--- src/rtl/pipe_seq_ctrl_pkg.sv ---
// Shared encodings for the pipeline sequencer: FSM states, op kinds and error bit positions.
package pipe_seq_ctrl_pkg;

  typedef enum logic [2:0] {
    StBegin    = 3'b000,
    StNormal   = 3'b001,
    StStallFpu = 3'b010,
    StStallIn  = 3'b011,
    StStallOut = 3'b100
  } state_e;

  typedef enum logic [1:0] {
    KindPlain = 2'b00,
    KindFpu   = 2'b01,
    KindIoIn  = 2'b10,
    KindIoOut = 2'b11
  } kind_e;

  localparam int unsigned ErrLost  = 7;
  localparam int unsigned ErrCarry = 6;
  localparam int unsigned ErrIo    = 5;

endpackage

--- src/rtl/pipe_seq_ctrl_sync_fifo.sv ---
// Synchronous FIFO with binary pointers; full/empty come from an occupancy count.
module sync_fifo #(
  parameter int unsigned WIDTH = 8,
  parameter int unsigned DEPTH = 4
) (
  input  logic             clk,
  input  logic             rstn,
  input  logic             push,
  input  logic [WIDTH-1:0] wdata,
  input  logic             pop,
  output logic [WIDTH-1:0] rdata,
  output logic             full,
  output logic             empty
);

  localparam int unsigned PtrW = $clog2(DEPTH);

  logic [PtrW-1:0]  wr_ptr_q, rd_ptr_q;
  logic [PtrW:0]    count_q;
  logic [WIDTH-1:0] mem_q [DEPTH];
  logic             do_push, do_pop;

  assign full    = (count_q == (PtrW+1)'(DEPTH));
  assign empty   = (count_q == '0);
  assign do_push = push & ~full;
  assign do_pop  = pop & ~empty;
  assign rdata   = mem_q[rd_ptr_q];

  always_ff @(posedge clk or negedge rstn) begin
    if (!rstn) begin
      wr_ptr_q <= '0;
      rd_ptr_q <= '0;
      count_q  <= '0;
    end else begin
      if (do_push) wr_ptr_q <= wr_ptr_q + PtrW'(1);
      if (do_pop)  rd_ptr_q <= rd_ptr_q + PtrW'(1);
      case ({do_push, do_pop})
        2'b10:   count_q <= count_q + (PtrW+1)'(1);
        2'b01:   count_q <= count_q - (PtrW+1)'(1);
        default: count_q <= count_q;
      endcase
    end
  end

  // Storage needs no reset; occupancy is what defines valid data.
  always_ff @(posedge clk) begin
    if (do_push) mem_q[wr_ptr_q] <= wdata;
  end

endmodule

--- src/rtl/pipe_seq_ctrl.sv ---
// Pipeline stall sequencer beside EX1: holds the pipe for multi-cycle FPU ops and buffered IO.
module pipe_seq_ctrl
  import pipe_seq_ctrl_pkg::*;
#(
  parameter int unsigned IO_W      = 8,
  parameter int unsigned IN_DEPTH  = 4,
  parameter int unsigned OUT_DEPTH = 4,
  parameter int unsigned LAT_W     = 4
) (
  input  logic             clk,
  input  logic             rstn,
  input  logic             req_vld,
  input  logic [1:0]       req_kind,
  input  logic [LAT_W-1:0] req_lat,
  input  logic [IO_W-1:0]  req_wdata,
  output logic             stall,
  output logic             done,
  output logic [IO_W-1:0]  rdata,
  input  logic [IO_W-1:0]  io_in_data,
  input  logic             io_in_vld,
  output logic             io_in_rdy,
  output logic [IO_W-1:0]  io_out_data,
  output logic             io_out_vld,
  input  logic             io_out_rdy,
  input  logic [4:0]       io_err,
  output logic [7:0]       err,
  output logic [2:0]       state
);

  state_e           state_q, state_d;
  logic [LAT_W-1:0] cnt_q, cnt_d;
  logic [IO_W-1:0]  wdata_q, tx_wdata;
  logic [7:0]       err_q, err_d;
  logic             lost;
  logic             rx_full, rx_empty, rx_pop;
  logic             tx_full, tx_empty, tx_push;

  sync_fifo #(.WIDTH(IO_W), .DEPTH(IN_DEPTH)) u_rx_fifo (
    .clk   (clk),
    .rstn  (rstn),
    .push  (io_in_vld),
    .wdata (io_in_data),
    .pop   (rx_pop),
    .rdata (rdata),
    .full  (rx_full),
    .empty (rx_empty)
  );

  sync_fifo #(.WIDTH(IO_W), .DEPTH(OUT_DEPTH)) u_tx_fifo (
    .clk   (clk),
    .rstn  (rstn),
    .push  (tx_push),
    .wdata (tx_wdata),
    .pop   (io_out_rdy),
    .rdata (io_out_data),
    .full  (tx_full),
    .empty (tx_empty)
  );

  assign io_in_rdy  = ~rx_full;
  assign io_out_vld = ~tx_empty;
  assign err        = err_q;
  assign state      = state_q;

  always_comb begin
    state_d  = state_q;
    cnt_d    = cnt_q;
    stall    = 1'b0;
    done     = 1'b0;
    rx_pop   = 1'b0;
    tx_push  = 1'b0;
    tx_wdata = wdata_q;
    lost     = 1'b0;
    case (state_q)
      StBegin: begin
        stall   = 1'b1;
        state_d = StNormal;
      end
      StNormal: begin
        if (req_vld) begin
          unique case (kind_e'(req_kind))
            KindPlain: ;
            KindFpu: begin
              if (req_lat == '0) begin
                done = 1'b1;
              end else begin
                stall   = 1'b1;
                cnt_d   = req_lat - LAT_W'(1);
                state_d = StStallFpu;
              end
            end
            KindIoIn: begin
              if (!rx_empty) begin
                done   = 1'b1;
                rx_pop = 1'b1;
              end else begin
                stall   = 1'b1;
                state_d = StStallIn;
              end
            end
            KindIoOut: begin
              tx_wdata = req_wdata;
              if (!tx_full) begin
                done    = 1'b1;
                tx_push = 1'b1;
              end else begin
                stall   = 1'b1;
                state_d = StStallOut;
              end
            end
          endcase
        end
      end
      StStallFpu: begin
        if (cnt_q != '0) begin
          stall = 1'b1;
          cnt_d = cnt_q - LAT_W'(1);
        end else begin
          done    = 1'b1;
          state_d = StNormal;
        end
      end
      StStallIn: begin
        if (!rx_empty) begin
          done    = 1'b1;
          rx_pop  = 1'b1;
          state_d = StNormal;
        end else begin
          stall = 1'b1;
        end
      end
      StStallOut: begin
        if (!tx_full) begin
          done    = 1'b1;
          tx_push = 1'b1;
          state_d = StNormal;
        end else begin
          stall = 1'b1;
        end
      end
      default: begin
        // Corrupted state: flag it and recover without completing anything.
        lost    = 1'b1;
        stall   = 1'b1;
        state_d = StNormal;
      end
    endcase
  end

  always_comb begin
    err_d           = err_q;
    err_d[4:0]      = err_q[4:0] | io_err;
    err_d[ErrIo]    = err_q[ErrIo] | (|io_err);
    err_d[ErrCarry] = 1'b0;
    err_d[ErrLost]  = err_q[ErrLost] | lost;
  end

  always_ff @(posedge clk or negedge rstn) begin
    if (!rstn) begin
      state_q <= StBegin;
      cnt_q   <= '0;
      wdata_q <= '0;
      err_q   <= '0;
    end else begin
      state_q <= state_d;
      cnt_q   <= cnt_d;
      err_q   <= err_d;
      // Capture the IO-out byte at acceptance so a stalled push uses it.
      if (state_q == StNormal) wdata_q <= req_wdata;
    end
  end

endmodule

--- config.mk ---
export PLATFORM = sky130hd
export DESIGN_NAME = pipe_seq_ctrl
export DESIGN_NICKNAME = d
export VERILOG_FILES = /design/src/rtl/pipe_seq_ctrl_pkg.sv /design/src/rtl/pipe_seq_ctrl_sync_fifo.sv /design/src/rtl/pipe_seq_ctrl.sv
export SDC_FILE = /design/constraint.sdc
export NUM_CORES = 1
export LEC_CHECK = 0
export ABC_AREA = 1
export CAP_MARGIN = 20
export CORE_MARGIN = 2
export CORE_UTILIZATION = 25
export DETAILED_ROUTE_END_ITERATION = 10
export SLEW_MARGIN = 20
export SYNTH_ARGS = -nofsm -noshare
export SYNTH_HDL_FRONTEND = slang
export SYNTH_SLANG_ARGS = --single-unit
--- constraint.sdc ---
create_clock -name clk -period 2.2 [get_ports clk]
set_clock_uncertainty 0.1 [all_clocks]
set_input_delay 0.33 -clock clk [delete_from_list [all_inputs] [get_ports clk]]
set_output_delay 0.33 -clock clk [all_outputs]
set_load 0.005 [all_outputs]
# [Word level (Yosys, flattened, before mapping)]
# Memory sizes are Yosys's and may differ from the RTL's.
# Index checks and enable logic that the tools add are counted.
[op_classes] n_addsub=10 eq_ne=24 mux=44 bitwise=11 n_reduce_logical=12
[ops] op="2-to-1 mux 8 bit" n=3
[ops] op="2-to-1 mux 3 bit" n=7
[ops] op="2-to-1 mux 1 bit" n=19
[ops] op="2-to-1 mux 4 bit" n=4
[ops] op="!= test 2 bit (second input constant)" n=6
[ops] op="one-hot mux 3 bit (2 select lines)" n=2
[ops] op="one-hot mux 3 bit (4 select lines)" n=1
[ops] op="OR reduction 5 bit" n=2
[ops] op="equality test 3 bit (second input constant)" n=3
[ops] op="logical NOT 3 bit" n=3
[ops] op="!= test 3 bit (second input constant)" n=3
[ops] op="one-hot mux 3 bit (3 select lines)" n=1
[ops] op="adder 2 x 1 -> 2 bit (second input constant)" n=4
[ops] op="equality test 2 bit (second input constant)" n=4
[ops] op="one-hot mux 1 bit (4 select lines)" n=2
[ops] op="one-hot mux 4 bit (2 select lines)" n=1
[ops] op="AND reduction 8 bit" n=1
[ops] op="subtractor 4 x 1 -> 4 bit (second input constant)" n=2
[ops] op="adder 3 x 1 -> 3 bit (second input constant)" n=2
[ops] op="equality test 2 x 1 -> 1 bit (second input constant)" n=3
[ops] op="equality test 3 x 2 -> 1 bit (second input constant)" n=2
[ops] op="one-hot mux 1 bit (3 select lines)" n=2
[ops] op="nonzero test 2 bit" n=3
[ops] op="subtractor 3 x 1 -> 3 bit (second input constant)" n=2
[ops] op="other kinds (11)" n=19
[totals] ff_bits=36 mem_bits_rw=64 out_inout_bits=31 wordCells=113 memories=2
[mem_list] memory="u_rx_fifo.mem_q" depth=4 word_bits=8 rd=1 rd_ports_with_merged_regs=0 wr=1 line="pipe_seq_ctrl_sync_fifo.sv:20" source="logic [WIDTH-1:0] mem_q [DEPTH];"
[mem_list] memory="u_tx_fifo.mem_q" depth=4 word_bits=8 rd=1 rd_ports_with_merged_regs=0 wr=1 line="pipe_seq_ctrl_sync_fifo.sv:20"

# [Logic depth before layout (Yosys ltp)]
[depth] ltp_word=8 depth_mapped=12

# [Cells and area by module]
# Synthesis repeated with hierarchy kept, for this count alone.
[unflattened] hier_cells=495 hier_area_um2=4868.4
[by_module_without_submodules] module="sync_fifo at u_tx_fifo" n_inst=1 cells_per_inst=154 area_per_inst_um2=1751.7 seq_area_each_um2=1136.1
[by_module_without_submodules] module="sync_fifo at u_rx_fifo" n_inst=1 cells_per_inst=154 area_per_inst_um2=1741.7 seq_area_each_um2=1136.1
[by_module_without_submodules] module="pipe_seq_ctrl" n_inst=1 cells_per_inst=187 area_per_inst_um2=1375.1 seq_area_each_um2=550.5

# [Worst setup path after synthesis]
# OpenSTA, ideal clock, no wires.
[synth_path] path_type="register to register" start="reg state_q[2], in the netlist state[2]" end="reg u_rx_fifo.count_q[2]" setup_ns=0.131 t_arrival_ns=1.960 required_time_ns=1.969 slack_ns=0.010 stages_incl_launch_ff=12 path_cell_list="dfrtp_1 > inv_2 > nand2_2 > nor2_8 > nand2_2 > o21ai_4 > ha_1 > inv_1 > fa_1 > a21oi_1 > o21ai_0 > xor2_1"
[synth_via] elab_chain_len=5
[synth_rtl] item="from (decl)" line="pipe_seq_ctrl.sv:30" source="state_e state_q, state_d;"
[synth_rtl] item="from (signal assigned)" line="pipe_seq_ctrl.sv:160" source="state_q <= StBegin;"
[synth_rtl] item="from (signal assigned)" line="pipe_seq_ctrl.sv:165" source="state_q <= state_d;"
[synth_rtl] item="equality test 3 x 2 -> 1 bit or equality test 3 x 1 -> 1 bit (tied branches)" line="pipe_seq_ctrl.sv:74" source="case (state_q)"
[synth_rtl] item="one-hot mux 1 bit (2 select lines) (*)" line="pipe_seq_ctrl.sv:74"
[synth_rtl] item="bitwise AND 1 bit (*)" line="pipe_seq_ctrl_sync_fifo.sv:26" source="assign do_pop = pop & ~empty;"
[synth_rtl] item="named net u_rx_fifo.do_pop" line="pipe_seq_ctrl_sync_fifo.sv:21" source="logic do_push, do_pop;"
[synth_rtl] item="equality test 2 x 1 -> 1 bit or equality test 2 bit (tied branches)" line="pipe_seq_ctrl_sync_fifo.sv:37" source="case ({do_push, do_pop})"
[synth_rtl] item="one-hot mux 3 bit (2 select lines) or nonzero test 2 bit (tied branches)"
[synth_rtl] item="to (signal assigned)" line="pipe_seq_ctrl_sync_fifo.sv:38" source="2'b10: count_q <= count_q + (PtrW+1)'(1);"
[synth_rtl] item="to (signal assigned)" line="pipe_seq_ctrl_sync_fifo.sv:39" source="2'b01: count_q <= count_q - (PtrW+1)'(1);"
[synth_rtl] item="to (signal assigned)" line="pipe_seq_ctrl_sync_fifo.sv:40" source="default: count_q <= count_q;"
[synth_rtl] item="to (decl)" line="pipe_seq_ctrl_sync_fifo.sv:19" source="logic [PtrW:0] count_q;"
# Mark *: on every way through the listed nets, which the timed path passes. The rest lies on a longest branch.
# A chain may end at the register's enable or synchronous reset.

# [Final worst setup path]
[layout_path] start="reg state_q[2], in the netlist state[2]" end="out stall"
[layout_via] elab_chain_len=2
[layout_rtl] item="equality test 3 bit, or another cell as far along" line="pipe_seq_ctrl.sv:74"
[layout_rtl] item="one-hot mux 1 bit (4 select lines) (*)" line="pipe_seq_ctrl.sv:74"
[layout_rtl] item="to (decl)" line="pipe_seq_ctrl.sv:16" source="output logic stall,"
# Mark *: on every way between the ends. The rest lies on a longest branch, timed or not.

==> metrics.txt <==
Max rail drop VDD=0.000365 V; # rows=49; Max FO, Critical Path=3; initial antenna violation count=0; Met2 Routed Length=4780 um; H-tree depth=3; endpoint class of the critical path=primary output; Post-synth EDFFs=64; I/O Buffers=61; Slowest-stage cell, CP=dfrtp_1; Yosys warnings=0; max cap viols=0; most frequent cells in the layout=edfxtp_1 (64), nor2_1 (51), nand2_1 (48), buf_4 (46), o21ai_0 (44); post-synthesis cell type count=37; commonest non-fill, non-tap cell in the layout=edfxtp_1; Clk Tree Root Cell=clkbuf_16; fin. max-slew vios=0; Final HPWL DP=6900 um; Mapped Nets=477; post-route clock period utilization=0.983; Top delay family on crit path=buffers and inverters; placed cells=751; Setup-failing EPs final=0; CP cell instances=inv_2 -> buf_4 -> nor3_2 -> buf_4 -> nand2_2 -> nand3_2 -> a21oi_2 -> nand2_1 -> dlygate4sd2_1; CP bufs+invs=4; design area=6190 um2; Avg WL per Cell=12.5 um; clk slew on worst S/H paths=0.07 ns; RSZ-0062 raised after global routing=true; Total Wirelength=9690 um; Worst path max stage delay=0.39 ns; CTS sink cnt=100; DRT Pass-1 Iters=4; post-place instance area=5780 um2; asr flop ratio synth=0.360; global-route wire length before repair=15900 um; Die Y=140 um; PD cells=1240 nW/um2; GRT overflow=0; Initial Util=0.255; Leak=2.58 nW; Detail Route Antenna Nets=0; kind of critical path=flop to primary output; Worst Path Arrival=1.73 ns; status=complete, no violations; most frequent CP cell=buf_4; CTS tree=built; Place WS=-0.385 ns; pin count of the biggest net entering global routing=37; Pwr Total=7.66 mW; CTS Buffer Depth=2; ratio of cells with drive above 1 in the final layout=0.227; setup ws final=0.0369 ns; #FFs+latches synth=100; DRT iter0 DRCs=168; Core ar.=18000 um2; die width=140 um; vias in the first global route=3257; average size of a mapped cell=10.8 um2; routed vias/inst=4.16; Post-Syn Instances=427; Seq/Total Area, Yosys=0.613; Ant. Diodes=0; Remaining DRCs=0; area grow syn2layout=34.5%; Cell Area, Synth=4600 um2; Skew-Pair Late Insertion Delay=0.34 ns; total number of vias=3227; Final nets=592; Min Hold Slack=0.363 ns; # IOs=63; final hold violation count=0; GPL Wtd Cong=0.853; die area=19500 um2; CTS buffer count=9; Highest Signal Layer=met4; min-delay worst type=flop to flop; Main synth FF type=edfxtp_1; fin cells=776; Startpoint Class=flop; wire length on met3=279 um; post-layout min period=2.16 ns; GRT Overall Usage=0.101; M1 wire length=4480 um; Max Freq=462 MHz; critical path required time=1.77 ns
where the power goes:
part	internal, mW	total (mW)	switching [mW]
Combinational	1.56	3.43	1.88
Sequential	2.54	2.78	0.240
Clock	0.771	1.44	0.666
Yosys cell counts (2+ instances only):
master | n | share of area
clkbuf_1 | 5 | 0.0041
xnor2_1 | 2 | 0.0038
o22ai_1 | 16 | 0.022
or2_2 | 6 | 0.0082
buf_2 | 4 | 0.0043
o21ai_1 | 11 | 0.012
o21ai_0 | 46 | 0.050
inv_2 | 5 | 0.0041
fa_1 | 2 | 0.0087
a21oi_1 | 6 | 0.0065
xor2_1 | 8 | 0.015
nand3_1 | 14 | 0.015
ha_1 | 16 | 0.043
nand2_4 | 2 | 0.0049
nand2_2 | 10 | 0.014
o21a_1 | 2 | 0.0033
edfxtp_1 | 64 | 0.42
nand3_2 | 3 | 0.0065
nand2_1 | 50 | 0.041
nor2_1 | 52 | 0.042
inv_1 | 49 | 0.040
nor2_4 | 3 | 0.0073
dfrtp_1 | 36 | 0.20
nand4_1 | 2 | 0.0027
layout make-up:
cell class                      instances  area [um2]
Inverter                               55         209
Tap cell                              229         287
Fill cell                            1790       11800
Clock buffer                           11         233
Sequential cell                       100        2830
Clock inverter                          5        37.5
Multi-Input combinational cell        262        1570
Timing Repair Buffer                  114        1030
state kept, by name, summed over array words and instances, names as in the netlist:
register / flops
cnt_q: 4
u_tx_fifo.wr_ptr_q: 2
u_rx_fifo.count_q: 3
err: 7
u_rx_fifo.rd_ptr_q: 2
wdata_q: 8
u_rx_fifo.wr_ptr_q: 2
u_rx_fifo.mem_q: 32
u_tx_fifo.rd_ptr_q: 2
u_tx_fifo.mem_q: 32
state: 3
u_tx_fifo.count_q: 3
routing by layer:
metal | GRT usage | vias up
met3 | 0.0203 | 9
met1 | 0.131 | 1519
met5 | 0 | -
met2 | 0.167 | 43
li1 | - | 1656
met4 | 0.0411 | 0
worst reg2reg max path, cell delays in order, from the launching register on:
cell and delay, ns:
dfrtp_1 0.39, inv_2 0.09, buf_4 0.12, nor3_2 0.03
buf_4 0.15, inv_2 0.07, nand2_2 0.06, nand2_4 0.05
ha_1 0.13, inv_1 0.06, fa_2 0.35, a21oi_2 0.13
o21ai_1 0.09, xor2_1 0.14
kinds of logic (layout without fill, tap and decap cells):
| group | Yosys count | after routing | synth area share |
|---|---|---|---|
| compound gates | 84 | 84 | 0.101 |
| flops | 100 | 100 | 0.613 |
| other cells | 1 | 1 | 0.000815 |
| xor+xnor | 10 | 10 | 0.0190 |
| simple gates | 149 | 149 | 0.159 |
| buf+inv | 65 | 185 | 0.0555 |
| fa+ha+maj | 18 | 18 | 0.0522 |
through the flow:
stage               setup TNS (ns)  utilization
floorplan                        0            -
global route                -0.177        0.343
finish                           0        0.343
CTS                              0        0.340
global placement             -1.46        0.321
detailed placement           -3.24        0.321
what timing repair did:
item | 4_1_cts | 5_1_grt
hold buffers | 1 | 0
endpoints found under the setup margin | 20 | 12
gates resized for setup | 29 | 22
setup buffers | 4 | 3
pin swaps | 2 | 3
gates cloned | 0 | 1
hold endpoints to repair | 36 | 0
path summary, 6_finish.rpt:
check | startpoint | to | slack [ns] | cells past startpoint
max | state[2]$_DFFE_PN0P_ | stall | 0.04 | 9
min in group asynchronous | rstn | wdata_q[1]$_DFFE_PN0P_ | 0.46 | 3
min | err[2]$_DFF_PN0_ | err[2]$_DFF_PN0_ | 0.36 | 1
min reg2reg | err[2]$_DFF_PN0_ | err[2]$_DFF_PN0_ | 0.36 | 1
max reg2reg | state[2]$_DFFE_PN0P_ | u_tx_fifo.count_q[2]$_DFFE_PN0P_ | 0.11 | 13
max in group asynchronous | rstn | u_tx_fifo.rd_ptr_q[1]$_DFFE_PN0P_ | 1.17 | 3
(Power assumes the default switching activity.)
